<file path="src/rtl/light_sep_stream_if.sv">
// Bundles the APB control/status port and the pixel in/out stream of light_sep_stream.
// Latency: none; this file only declares the wiring.
// Backpressure: none; PREADY is tied high and the pixel stream cannot be stalled.
interface light_sep_stream_if #(
    parameter int Amba_Word       = 32,
    parameter int Amba_Addr_Depth = 8,
    parameter int PixelPrecision  = 8,
    parameter int Channels        = 3
);
    logic                               PSEL;
    logic                               PENABLE;
    logic                               PWRITE;
    logic [Amba_Addr_Depth-1:0]         PADDR;
    logic [Amba_Word-1:0]               PWDATA;
    logic [Amba_Word-1:0]               PRDATA;
    logic                               PREADY;
    logic [Channels*PixelPrecision-1:0] ImInput;
    logic                               ImValid;
    logic [Channels*PixelPrecision-1:0] ImOutput;
    logic                               ImOutValid;
    logic                               FrameDone;

    modport master (
        output PSEL, PENABLE, PWRITE, PADDR, PWDATA, ImInput, ImValid,
        input  PRDATA, PREADY, ImOutput, ImOutValid, FrameDone
    );

    modport slave (
        input  PSEL, PENABLE, PWRITE, PADDR, PWDATA, ImInput, ImValid,
        output PRDATA, PREADY, ImOutput, ImOutValid, FrameDone
    );
endinterface

</file>
<file path="src/rtl/light_sep_stream.sv">
// Per-channel threshold light separator with APB registers and per-frame light counters.
// Latency: ImValid to ImOutValid is 2 cycles (compare stage, output stage); APB has no wait states.
// Backpressure: none; one pixel per cycle is accepted while in RUN, pixels outside RUN are dropped.
module light_sep_stream #(
    parameter int Amba_Word       = 32,
    parameter int Amba_Addr_Depth = 8,
    parameter int PixelPrecision  = 8,
    parameter int Channels        = 3
) (
    input  logic               clk,
    input  logic               rst,
    light_sep_stream_if.slave  bus
);
    localparam int PP = PixelPrecision;
    localparam logic [1:0] ST_IDLE = 2'd0;
    localparam logic [1:0] ST_RUN  = 2'd1;
    localparam logic [1:0] ST_DONE = 2'd2;
    localparam logic [Amba_Word-1:0] CNT_MAX = '1;
    localparam logic [Amba_Word-1:0] CNT_ONE = {{(Amba_Word-1){1'b0}}, 1'b1};

    logic [1:0]              state;
    logic [1:0]              mode;
    logic [1:0]              sh_mode;
    logic [Amba_Word-1:0]    frame_len;
    logic [Amba_Word-1:0]    pix_cnt;
    logic [Amba_Word-1:0]    thresh    [Channels];
    logic [Amba_Word-1:0]    light_cnt [Channels];
    logic [PP-1:0]           sh_thresh [Channels];
    logic                    done;

    logic [31:0]             widx;
    logic                    wr_en, rd_en, wr_ctrl, wr_status;
    logic                    start, abort, done_clr;
    logic [1:0]              mode_nxt;
    logic                    accept;
    logic [Channels-1:0]     light_now;
    logic [Amba_Word-1:0]    pix_nxt;
    logic [Amba_Word-1:0]    rdata;
    logic                    unused_addr;

    logic                    s1_vld;
    logic [Channels*PP-1:0]  s1_pix;
    logic [Channels-1:0]     s1_light;
    logic [1:0]              s1_mode;
    logic [Channels*PP-1:0]  out_nxt;

    // Word index of the register; the two byte-lane bits carry no meaning.
    assign widx        = 32'(bus.PADDR[Amba_Addr_Depth-1:2]);
    assign unused_addr = ^bus.PADDR[1:0];

    assign wr_en     = bus.PSEL & bus.PENABLE & bus.PWRITE;
    assign rd_en     = bus.PSEL & bus.PENABLE & ~bus.PWRITE;
    assign wr_ctrl   = wr_en && (widx == 32'd0);
    assign wr_status = wr_en && (widx == 32'd2);
    assign start     = wr_ctrl & bus.PWDATA[0];
    assign abort     = wr_ctrl & bus.PWDATA[3];
    assign done_clr  = wr_status & bus.PWDATA[1];
    // A CTRL write that carries start also carries the mode the frame should use.
    assign mode_nxt  = wr_ctrl ? bus.PWDATA[2:1] : mode;
    assign accept    = (state == ST_RUN) && bus.ImValid && !abort;
    assign pix_nxt   = (pix_cnt == CNT_MAX) ? pix_cnt : pix_cnt + CNT_ONE;

    // Per-channel light decision against the thresholds frozen at start.
    always_comb begin
        light_now = '0;
        for (int c = 0; c < Channels; c++) begin
            light_now[c] = bus.ImInput[c*PP +: PP] >= sh_thresh[c];
        end
    end

    // Software-writable configuration registers.
    always_ff @(posedge clk or negedge rst) begin
        if (!rst) begin
            mode      <= '0;
            frame_len <= '0;
            for (int c = 0; c < Channels; c++) thresh[c] <= '0;
        end else if (wr_en) begin
            if (widx == 32'd0) mode <= bus.PWDATA[2:1];
            if (widx == 32'd1) frame_len <= bus.PWDATA;
            for (int c = 0; c < Channels; c++) begin
                if (widx == 32'(4 + c)) thresh[c] <= bus.PWDATA;
            end
        end
    end

    // Frame FSM, shadow configuration, saturating pixel/light counters and done flag.
    always_ff @(posedge clk or negedge rst) begin
        if (!rst) begin
            state   <= ST_IDLE;
            done    <= 1'b0;
            pix_cnt <= '0;
            sh_mode <= '0;
            for (int c = 0; c < Channels; c++) begin
                light_cnt[c] <= '0;
                sh_thresh[c] <= '0;
            end
        end else begin
            case (state)
                ST_IDLE, ST_DONE: begin
                    if (start && !abort) begin
                        sh_mode <= mode_nxt;
                        pix_cnt <= '0;
                        for (int c = 0; c < Channels; c++) begin
                            sh_thresh[c] <= thresh[c][PP-1:0];
                            light_cnt[c] <= '0;
                        end
                        if (frame_len == '0) begin
                            state <= ST_DONE;
                            done  <= 1'b1;
                        end else begin
                            state <= ST_RUN;
                            done  <= 1'b0;
                        end
                    end else if (state == ST_DONE && done_clr) begin
                        state <= ST_IDLE;
                        done  <= 1'b0;
                    end
                end
                ST_RUN: begin
                    if (abort) begin
                        state <= ST_IDLE;
                    end else if (accept) begin
                        pix_cnt <= pix_nxt;
                        for (int c = 0; c < Channels; c++) begin
                            if (light_now[c] && light_cnt[c] != CNT_MAX)
                                light_cnt[c] <= light_cnt[c] + CNT_ONE;
                        end
                        if (pix_nxt == frame_len) begin
                            state <= ST_DONE;
                            done  <= 1'b1;
                        end
                    end
                end
                default: state <= ST_IDLE;
            endcase
        end
    end

    // Stage 1: capture the accepted pixel, its light mask and the frame's mode.
    always_ff @(posedge clk or negedge rst) begin
        if (!rst) begin
            s1_vld   <= 1'b0;
            s1_pix   <= '0;
            s1_light <= '0;
            s1_mode  <= '0;
        end else begin
            s1_vld   <= accept;
            s1_pix   <= bus.ImInput;
            s1_light <= light_now;
            s1_mode  <= sh_mode;
        end
    end

    // Apply the selected mask/binarise/invert function per component.
    always_comb begin
        out_nxt = '0;
        for (int c = 0; c < Channels; c++) begin
            case (s1_mode)
                2'd0:    out_nxt[c*PP +: PP] = s1_pix[c*PP +: PP] & {PP{s1_light[c]}};
                2'd1:    out_nxt[c*PP +: PP] = {PP{s1_light[c]}};
                2'd2:    out_nxt[c*PP +: PP] = ~s1_pix[c*PP +: PP] & {PP{~s1_light[c]}};
                default: out_nxt[c*PP +: PP] = s1_pix[c*PP +: PP];
            endcase
        end
    end

    // Stage 2: registered output, forced to zero when no pixel is valid.
    always_ff @(posedge clk or negedge rst) begin
        if (!rst) begin
            bus.ImOutValid <= 1'b0;
            bus.ImOutput   <= '0;
        end else begin
            bus.ImOutValid <= s1_vld;
            bus.ImOutput   <= s1_vld ? out_nxt : '0;
        end
    end

    // APB read mux: live register value during a read access phase, zero otherwise.
    always_comb begin
        rdata = '0;
        if (rd_en) begin
            case (widx)
                32'd0:   rdata = {{(Amba_Word-3){1'b0}}, mode, 1'b0};
                32'd1:   rdata = frame_len;
                32'd2:   rdata = {{(Amba_Word-2){1'b0}}, done, state == ST_RUN};
                32'd3:   rdata = pix_cnt;
                default: rdata = '0;
            endcase
            for (int c = 0; c < Channels; c++) begin
                if (widx == 32'(4 + c))  rdata = thresh[c];
                if (widx == 32'(16 + c)) rdata = light_cnt[c];
            end
        end
    end

    assign bus.PRDATA    = rdata;
    assign bus.PREADY    = 1'b1;
    assign bus.FrameDone = done;
endmodule

</file>
<file path="src/flat_wrapper.sv">
// flat-port wrapper written by rule: the top's interface ports become plain ports
module light_sep_stream_flat 
#(
    parameter int Amba_Word       = 32,
    parameter int Amba_Addr_Depth = 8,
    parameter int PixelPrecision  = 8,
    parameter int Channels        = 3
)
  (clk, rst, bus_PSEL, bus_PENABLE, bus_PWRITE, bus_PADDR, bus_PWDATA, bus_ImInput, bus_ImValid, bus_PRDATA, bus_PREADY, bus_ImOutput, bus_ImOutValid, bus_FrameDone);
  light_sep_stream_if #(.Amba_Word(Amba_Word), .Amba_Addr_Depth(Amba_Addr_Depth), .PixelPrecision(PixelPrecision), .Channels(Channels)) bus_i ();
  input  logic clk;
  input  logic rst;
  input wire logic [$bits(bus_i.PSEL)-1:0] bus_PSEL;
  input wire logic [$bits(bus_i.PENABLE)-1:0] bus_PENABLE;
  input wire logic [$bits(bus_i.PWRITE)-1:0] bus_PWRITE;
  input wire logic [$bits(bus_i.PADDR)-1:0] bus_PADDR;
  input wire logic [$bits(bus_i.PWDATA)-1:0] bus_PWDATA;
  input wire logic [$bits(bus_i.ImInput)-1:0] bus_ImInput;
  input wire logic [$bits(bus_i.ImValid)-1:0] bus_ImValid;
  output wire logic [$bits(bus_i.PRDATA)-1:0] bus_PRDATA;
  output wire logic [$bits(bus_i.PREADY)-1:0] bus_PREADY;
  output wire logic [$bits(bus_i.ImOutput)-1:0] bus_ImOutput;
  output wire logic [$bits(bus_i.ImOutValid)-1:0] bus_ImOutValid;
  output wire logic [$bits(bus_i.FrameDone)-1:0] bus_FrameDone;
  assign bus_i.PSEL = bus_PSEL;
  assign bus_i.PENABLE = bus_PENABLE;
  assign bus_i.PWRITE = bus_PWRITE;
  assign bus_i.PADDR = bus_PADDR;
  assign bus_i.PWDATA = bus_PWDATA;
  assign bus_i.ImInput = bus_ImInput;
  assign bus_i.ImValid = bus_ImValid;
  assign bus_PRDATA = bus_i.PRDATA;
  assign bus_PREADY = bus_i.PREADY;
  assign bus_ImOutput = bus_i.ImOutput;
  assign bus_ImOutValid = bus_i.ImOutValid;
  assign bus_FrameDone = bus_i.FrameDone;
  light_sep_stream #(.Amba_Word(Amba_Word), .Amba_Addr_Depth(Amba_Addr_Depth), .PixelPrecision(PixelPrecision), .Channels(Channels)) u_core (.clk(clk), .rst(rst), .bus(bus_i));
endmodule
</file>
<file path="config.mk">
export PLATFORM = sky130hd
export DESIGN_NAME = light_sep_stream_flat
export DESIGN_NICKNAME = d
export VERILOG_FILES = /design/src/rtl/light_sep_stream_if.sv /design/src/rtl/light_sep_stream.sv /design/src/flat_wrapper.sv
export SDC_FILE = /design/constraint.sdc
export NUM_CORES = 1
export LEC_CHECK = 0
export CAP_MARGIN = 20
export CORE_ASPECT_RATIO = 1.75
export CORE_MARGIN = 4
export CORE_UTILIZATION = 50
export CTS_BUF_LIST = sky130_fd_sc_hd__clkbuf_8
export CTS_CLUSTER_SIZE = 16
export DETAILED_ROUTE_END_ITERATION = 16
export GPL_TIMING_DRIVEN = 0
export PLACE_DENSITY = 0.72
export SLEW_MARGIN = 40
export SYNTH_ARGS = -nofsm -noshare
export SYNTH_HDL_FRONTEND = slang
export SYNTH_SLANG_ARGS = --single-unit
</file>
<file path="constraint.sdc">
create_clock -name clk -period 3 [get_ports clk]
set_input_delay 0.6 -clock clk [delete_from_list [all_inputs] [get_ports clk]]
set_output_delay 0.6 -clock clk [all_outputs]
set_load 0.01 [all_outputs]
</file>
# --- Word level (Yosys, flattened, before mapping) ---
# Cells that the tools add are included.
op_classes:
  n_mux: 39
  eq_ne: 28
  bitwise: 19
  magnitude_cmp: 3
  n_addsub: 4
  n_reduce_logical: 28
op_table:
  columns: ["cell", "n"]
  rows:
  - ["$mux W32", 14]
  - ["$mux W96", 3]
  - ["$pmux W96 S2", 1]
  - ["$add A32 B1 Y32 const B", 4]
  - ["$pmux W32 S4", 1]
  - ["$ne A32 B32 Y1 const B", 3]
  - ["$pmux W8 S3", 3]
  - ["$logic_not A32 Y1", 2]
  - ["$pmux W32 S2", 1]
  - ["$and A8 B8 Y8", 6]
  - ["$eq A32 B32 Y1", 1]
  - ["$eq A32 B32 Y1 const B", 1]
  - ["$ge A8 B8 Y1", 3]
  - ["$mux W24", 1]
  - ["$not A8 Y8", 3]
  - ["$reduce_and A5 Y1", 4]
  - ["$eq A6 B3 Y1 const B", 3]
  - ["$eq A6 B5 Y1 const B", 3]
  - ["$mux W2", 7]
  - ["$eq A6 B2 Y1 const B", 2]
  - ["$ne A2 B1 Y1 const B", 6]
  - ["$reduce_and A2 Y1", 6]
  - ["$logic_and A1 B1 Y1", 9]
  - ["$ne A3 B1 Y1 const B", 3]
  - ["other kinds (15)", 31]
word_totals:
  reg_bits: 342
  input_bits: 70
  word_cells: 142
  output_inout_bits: 59

# --- Logic depth before layout (Yosys ltp) ---
logic_depth:
  word_depth: 9
  mapped_depth: 13
  mapped_depth_nobuf: 11

# --- Worst setup path before layout ---
# Ideal clock, no wire load.
synth_path:
  path_kind: "register -> register"
  startpoint: "register u_core.pix_cnt[1]"
  endpoint: "register u_core.state[1]"
  n_path_buf: 1
  path_stages_with_launch: 11
  required_ns: 2.917
  t_arrival_ns: 3.098
  period_less_slack_ns: 3.181
  setup_time_ns: 0.083
  slack_ns: -0.181
  cell_sequence: "dfrtp_1 -> ha_1 -> nand4_2 -> or4_1 -> clkbuf_2 -> a32o_1 -> a211oi_2 -> nand4_1 -> or4b_1 -> or4_1 -> o21ai_0"
synth_via:
  elab_chain_cells: 5
  word_cells_on_any_way: 6
  cone_classes: "add/sub (1); eq/ne (3); mux (1); reduce/logical (1)"
synth_rtl:
  columns: ["item", "line", "rtl"]
  rows:
  - ["from (decl)", "light_sep_stream.sv:25", "logic [Amba_Word-1:0] pix_cnt;"]
  - ["from (signal assigned)", "light_sep_stream.sv:123", "pix_cnt <= pix_nxt;"]
  - ["$add A32 B1 Y32 / $eq A32 B32 Y1 (equally long branches)", "light_sep_stream.sv:61", "assign pix_nxt = (pix_cnt == CNT_MAX) ? pix_cnt : pix_cnt + CNT_ONE;"]
  - ["$mux W32 (*)", "light_sep_stream.sv:61", null]
  - ["$eq A32 B32 Y1 (*)", "light_sep_stream.sv:128", "if (pix_nxt == frame_len) begin"]
  - ["$ne A3 B1 Y1 (no source line) (*)", null, null]
  - ["$reduce_and A3 Y1 (no source line) (*)", null, null]
  - ["to (signal assigned)", "light_sep_stream.sv:121", "state <= ST_IDLE;"]
  - ["to (signal assigned)", "light_sep_stream.sv:129", "state <= ST_DONE;"]
  - ["to (signal assigned)", "light_sep_stream.sv:134", "default: state <= ST_IDLE;"]
  - ["to (decl)", "light_sep_stream.sv:21", "logic [1:0] state;"]
# Every way passes the cells marked *; elsewhere a longest branch is shown, timed or not.
# A chain may end at the register's enable or synchronous reset.

# --- Worst setup path in the final report ---
layout_path:
  startpoint: "input port bus_PADDR[6]"
  endpoint: "output port bus_PRDATA[10]"
layout_via:
  elab_chain_cells: 9
  word_cells_on_any_way: 18
  cone_classes: "eq/ne (9); mux (8); reduce/logical (1)"
layout_rtl:
  columns: ["item", "line", "rtl"]
  rows:
  - ["from (decl)", "flat_wrapper.sv:16", "input wire logic [$bits(bus_i.PADDR)-1:0] bus_PADDR;"]
  - ["$logic_not A32 Y1 (tied with other cells)", "light_sep_stream.sv:182", "case (widx)"]
  - ["$pmux W32 S4", "light_sep_stream.sv:182", null]
  - ["$mux W32", "light_sep_stream.sv:190", "if (widx == 32'(4 + c)) rdata = thresh[c];"]
  - ["$mux W32", "light_sep_stream.sv:191", "if (widx == 32'(16 + c)) rdata = light_cnt[c];"]
  - ["$mux W32", "light_sep_stream.sv:190", null]
  - ["$mux W32", "light_sep_stream.sv:191", null]
  - ["$mux W32", "light_sep_stream.sv:190", null]
  - ["$mux W32 (*)", "light_sep_stream.sv:191", null]
  - ["$mux W32 (*)", "light_sep_stream.sv:181", "if (rd_en) begin"]
  - ["to (decl)", "flat_wrapper.sv:20", "output wire logic [$bits(bus_i.PRDATA)-1:0] bus_PRDATA;"]
# Marks and branches as above.

==> flow_summary.toml <==
[synthesis]
yosysTopAreaCellShare_pct = 45.5
seq_area_frac_synth_pct = 45.5
synth-seq-cells = 342
postSynthCellCount = 1989
synth_top_flop_cell = "dfrtp_1"
synth-async-reset-ratio_pct = 100
synthDistinctLibCells = 78
synthesis.area_mm2 = 0.0188
synth_edf_count = 0
synth_area_leaders = "dfrtp_1 (45%), mux2_2 (7.9%), a21oi_1 (4.9%)"
syn-num-nets = 2087
syn_area_per_cell_um2 = 9.46
synth_area_leader_cell = "dfrtp_1"
ys_warn_count = 0

[cts]
htreeDepth = 2
cts_buffer_depth = 3
insertion_delay_ns = 0.64
cts_sinks = 342
clock-root-buffer = "clkbuf_8"
numCtsBuffers = 51
clkTransAtPathRegs_ns = 0.07
cts_tree = "built"

[sta]
rsz0062_at_grt = "yes"
slew_violations = 0
fmax_mhz = 280
skew_ns = 0.0420
fin_crit_sh_pct = 119
fin_ws_ns = -0.577
setup_violations = 33
worst_pin_slew_ns = 0.922
period_minus_slack_ns = 3.58
slew_headroom_pct = 38.5
tns_ns = -12.00
finalHoldViolCount = 0

[die]
start_util_pct = 50.8
placementRows = 93
core_mm2 = 0.0370
io_pins = 129
dieHeight_um = 265
die_width_um = 155
die_area_mm2 = 0.0409

[pwr]
p_comb_share_pct = 14.8
p_seq_share_pct = 47.0
swShare_pct = 29.0
p_clk_share_pct = 38.2
p_sw_w = 0.00307
p_leak_nw = 10.3
vdd_drop_max_v = 0.000319
intPower_w = 0.00753
powerDensity_mw_per_mm2 = 453

[worst_setup_path]
regToRegEndpoint = "u_core.bus.FrameDone"
ff2ff_setup_slack_ns = -0.11
cp_max_fo = 4
start_kind = "input port"
rr_worst_depth = 8
crit_type = "input port to output port"
r2r-start = "u_core.pix_cnt[10]"
worst_ep_arrival_time_ns = 2.98
crit_required_ns = 2.40
endpoint_kind = "output port"

[status]
status = "finished, violations left"
violations = "negative setup slack"

[placement]
place_area_mm2 = 0.0209
io_buffers = 123
gp_congestion = 1.02
dpl_worst_slack_ns = -1.91
dp.cells = 2591
hpwl_um = 52800

[finish]
layout_commonest_cell = "dfrtp_1"
area_delta_synth_final_pct = 24.5
fillers = 3120
fin_cells = 2743
drive_gt1_share_pct = 25.2
final_cell_mix = "dfrtp_1 (323), nor2_1 (174), nand2_1 (169), mux2_2 (131), a21oi_1 (128)"
final_nets = 2327
design_area_mm2 = 0.0234

[global_route]
grt_usage_pct = 34.2
grt_pass1_vias = 17700
grt_start_max_net_pins = 75
grt_overflow_total = 0
antenna_found_initial = 2
grt_pass1_wl_um = 107000

[drt]
drt_drc_violations_left = 0
vias = 17900
final_antenna_net_count = 0
routed_wl_um = 71700
vias_per_cell = 6.51
wl_per_cell_um = 26.1
first_iter_violations = 1700
dr.pass1.iters = 6

[worst_hold_path]
worstHoldStart = "u_core.sh_mode[0]"
whs_path_depth = 0
hold_path_class = "flip-flop to flip-flop"
hold_end = "u_core.s1_mode[0]"

[job]
drv_cap = 0
[state kept, by name, summed over array words and instances (netlist names)]
name / count
u_core.sh_thresh: 24
u_core.mode: 2
u_core.thresh: 96
u_core.sh_mode: 2
u_core.bus.FrameDone: 1
u_core.s1_light: 3
u_core.s1_vld: 1
u_core.frame_len: 32
u_core.light_cnt: 96
u_core.pix_cnt: 32
u_core.bus.ImOutput: 24
u_core.s1_mode: 2
u_core.s1_pix: 24
u_core.state: 2
u_core.bus.ImOutValid: 1
[layer usage]
| metal | up-vias | wire (µm) | GRT usage (%) |
|---|---|---|---|
| met5 | - | 0 | 0 |
| met4 | 0 | 7980 | 30.2 |
| met3 | 348 | 4680 | 5.37 |
| met2 | 932 | 34600 | 56.9 |
| met1 | 8779 | 24400 | 37.4 |
| li1 | 7798 | - | - |
[logic make-up (layout without fill, tap and decap cells)]
logic type | count (synthesis) | after routing | share of synthesized area, %
AOI/OAI and AO/OA | 492 | 492 | 16.7
xor gates and xnor gates | 71 | 71 | 3.31
other | 1 | 3 | 0.0199
DFF | 342 | 342 | 45.5
and+or+nand+nor | 716 | 716 | 19.9
buffers and inverters | 192 | 469 | 3.99
adders and majority gates | 28 | 28 | 1.86
muxes | 147 | 147 | 8.77
[power groups by stage]
| stage | registers, W | logic [W] | clock network, W |
|---|---|---|---|
| after global routing | 0.00499 | 0.00165 | 0.00429 |
| final | 0.00498 | 0.00157 | 0.00405 |
| after global placement | 0.00506 | 0.00122 | 0 |
| after floorplan | 0.00498 | 0.000664 | 0 |
| after CTS | 0.00496 | 0.00146 | 0.00409 |
| after detailed placement | 0.00506 | 0.00126 | 0 |
[per-stage QoR]
step	hold WS (ns)	power, W	utilization [%]
after detailed placement	0.362	0.00633	56.4
final	0.383	0.0106	63.3
after floorplan	0.304	0.00565	-
after global placement	0.364	0.00629	56.0
after CTS	0.382	0.0105	62.3
after global routing	0.402	0.0109	63.3
[how the worst max path moves through the flow]
stage	startpoint	slack, ns	end	cells after the start
CTS	bus_PADDR[6]	-0.57	bus_PRDATA[10]	13
floorplan	u_core.pix_cnt[7]	-0.02	u_core.state[1]	9
finish	bus_PADDR[6]	-0.58	bus_PRDATA[10]	13
global route	bus_PADDR[6]	-0.59	bus_PRDATA[17]	12
detailed placement	bus_PADDR[6]	-1.91	bus_PRDATA[24]	12
global placement	rst	-14.74	u_core.pix_cnt[1]	1
[critical path, stage by stage]
cell and delay (ns):
buf_8 0.10, or4b_4 0.59, nor3_4 0.20, clkbuf_8 0.18, buf_6 0.10, buf_6 0.09, a222oi_1 0.10, a21oi_1 0.28
a21oi_1 0.08, a21oi_1 0.16, a221oi_1 0.07, nor2_1 0.23, buf_2 0.19
[synthesized netlist by cell type (all sizes together) (14+ instances only)]
master	count
ha	28
xor2	17
or4	31
nand3	61
and4	21
mux2	132
o221ai	23
a221oi	28
buf	33
and2	35
nor4	30
nand2	174
inv	45
clkbuf	114
a21oi	184
nand4	42
dfrtp	342
o31ai	24
a222oi	33
or3	26
nor2	179
nor3	31
o21ai	116
xnor2	54
and3	29
mux2i	14
[area by class of cell]
class	count	area (µm²)	share of cell area (%)
clock inverters	25	173	0.738
repair buffers	199	1860	7.95
clock buffers	65	895	3.82
flip-flops and latches	342	8580	36.7
diodes	2	5.00	0.0214
multi-input cells	1455	10300	44.0
well taps	475	594	2.54
plain buffers	135	826	3.53
inverters	45	169	0.722
[timing repair]
action,in CTS,in global routing
hold buffers,1,0
buffers inserted,48,22
setup endpoints to repair,232,81
pin swaps,112,73
endpoints found under the hold margin,63,0
gates resized for setup,360,86
cloned,1,0
Power figures use the tool's default switching activity.
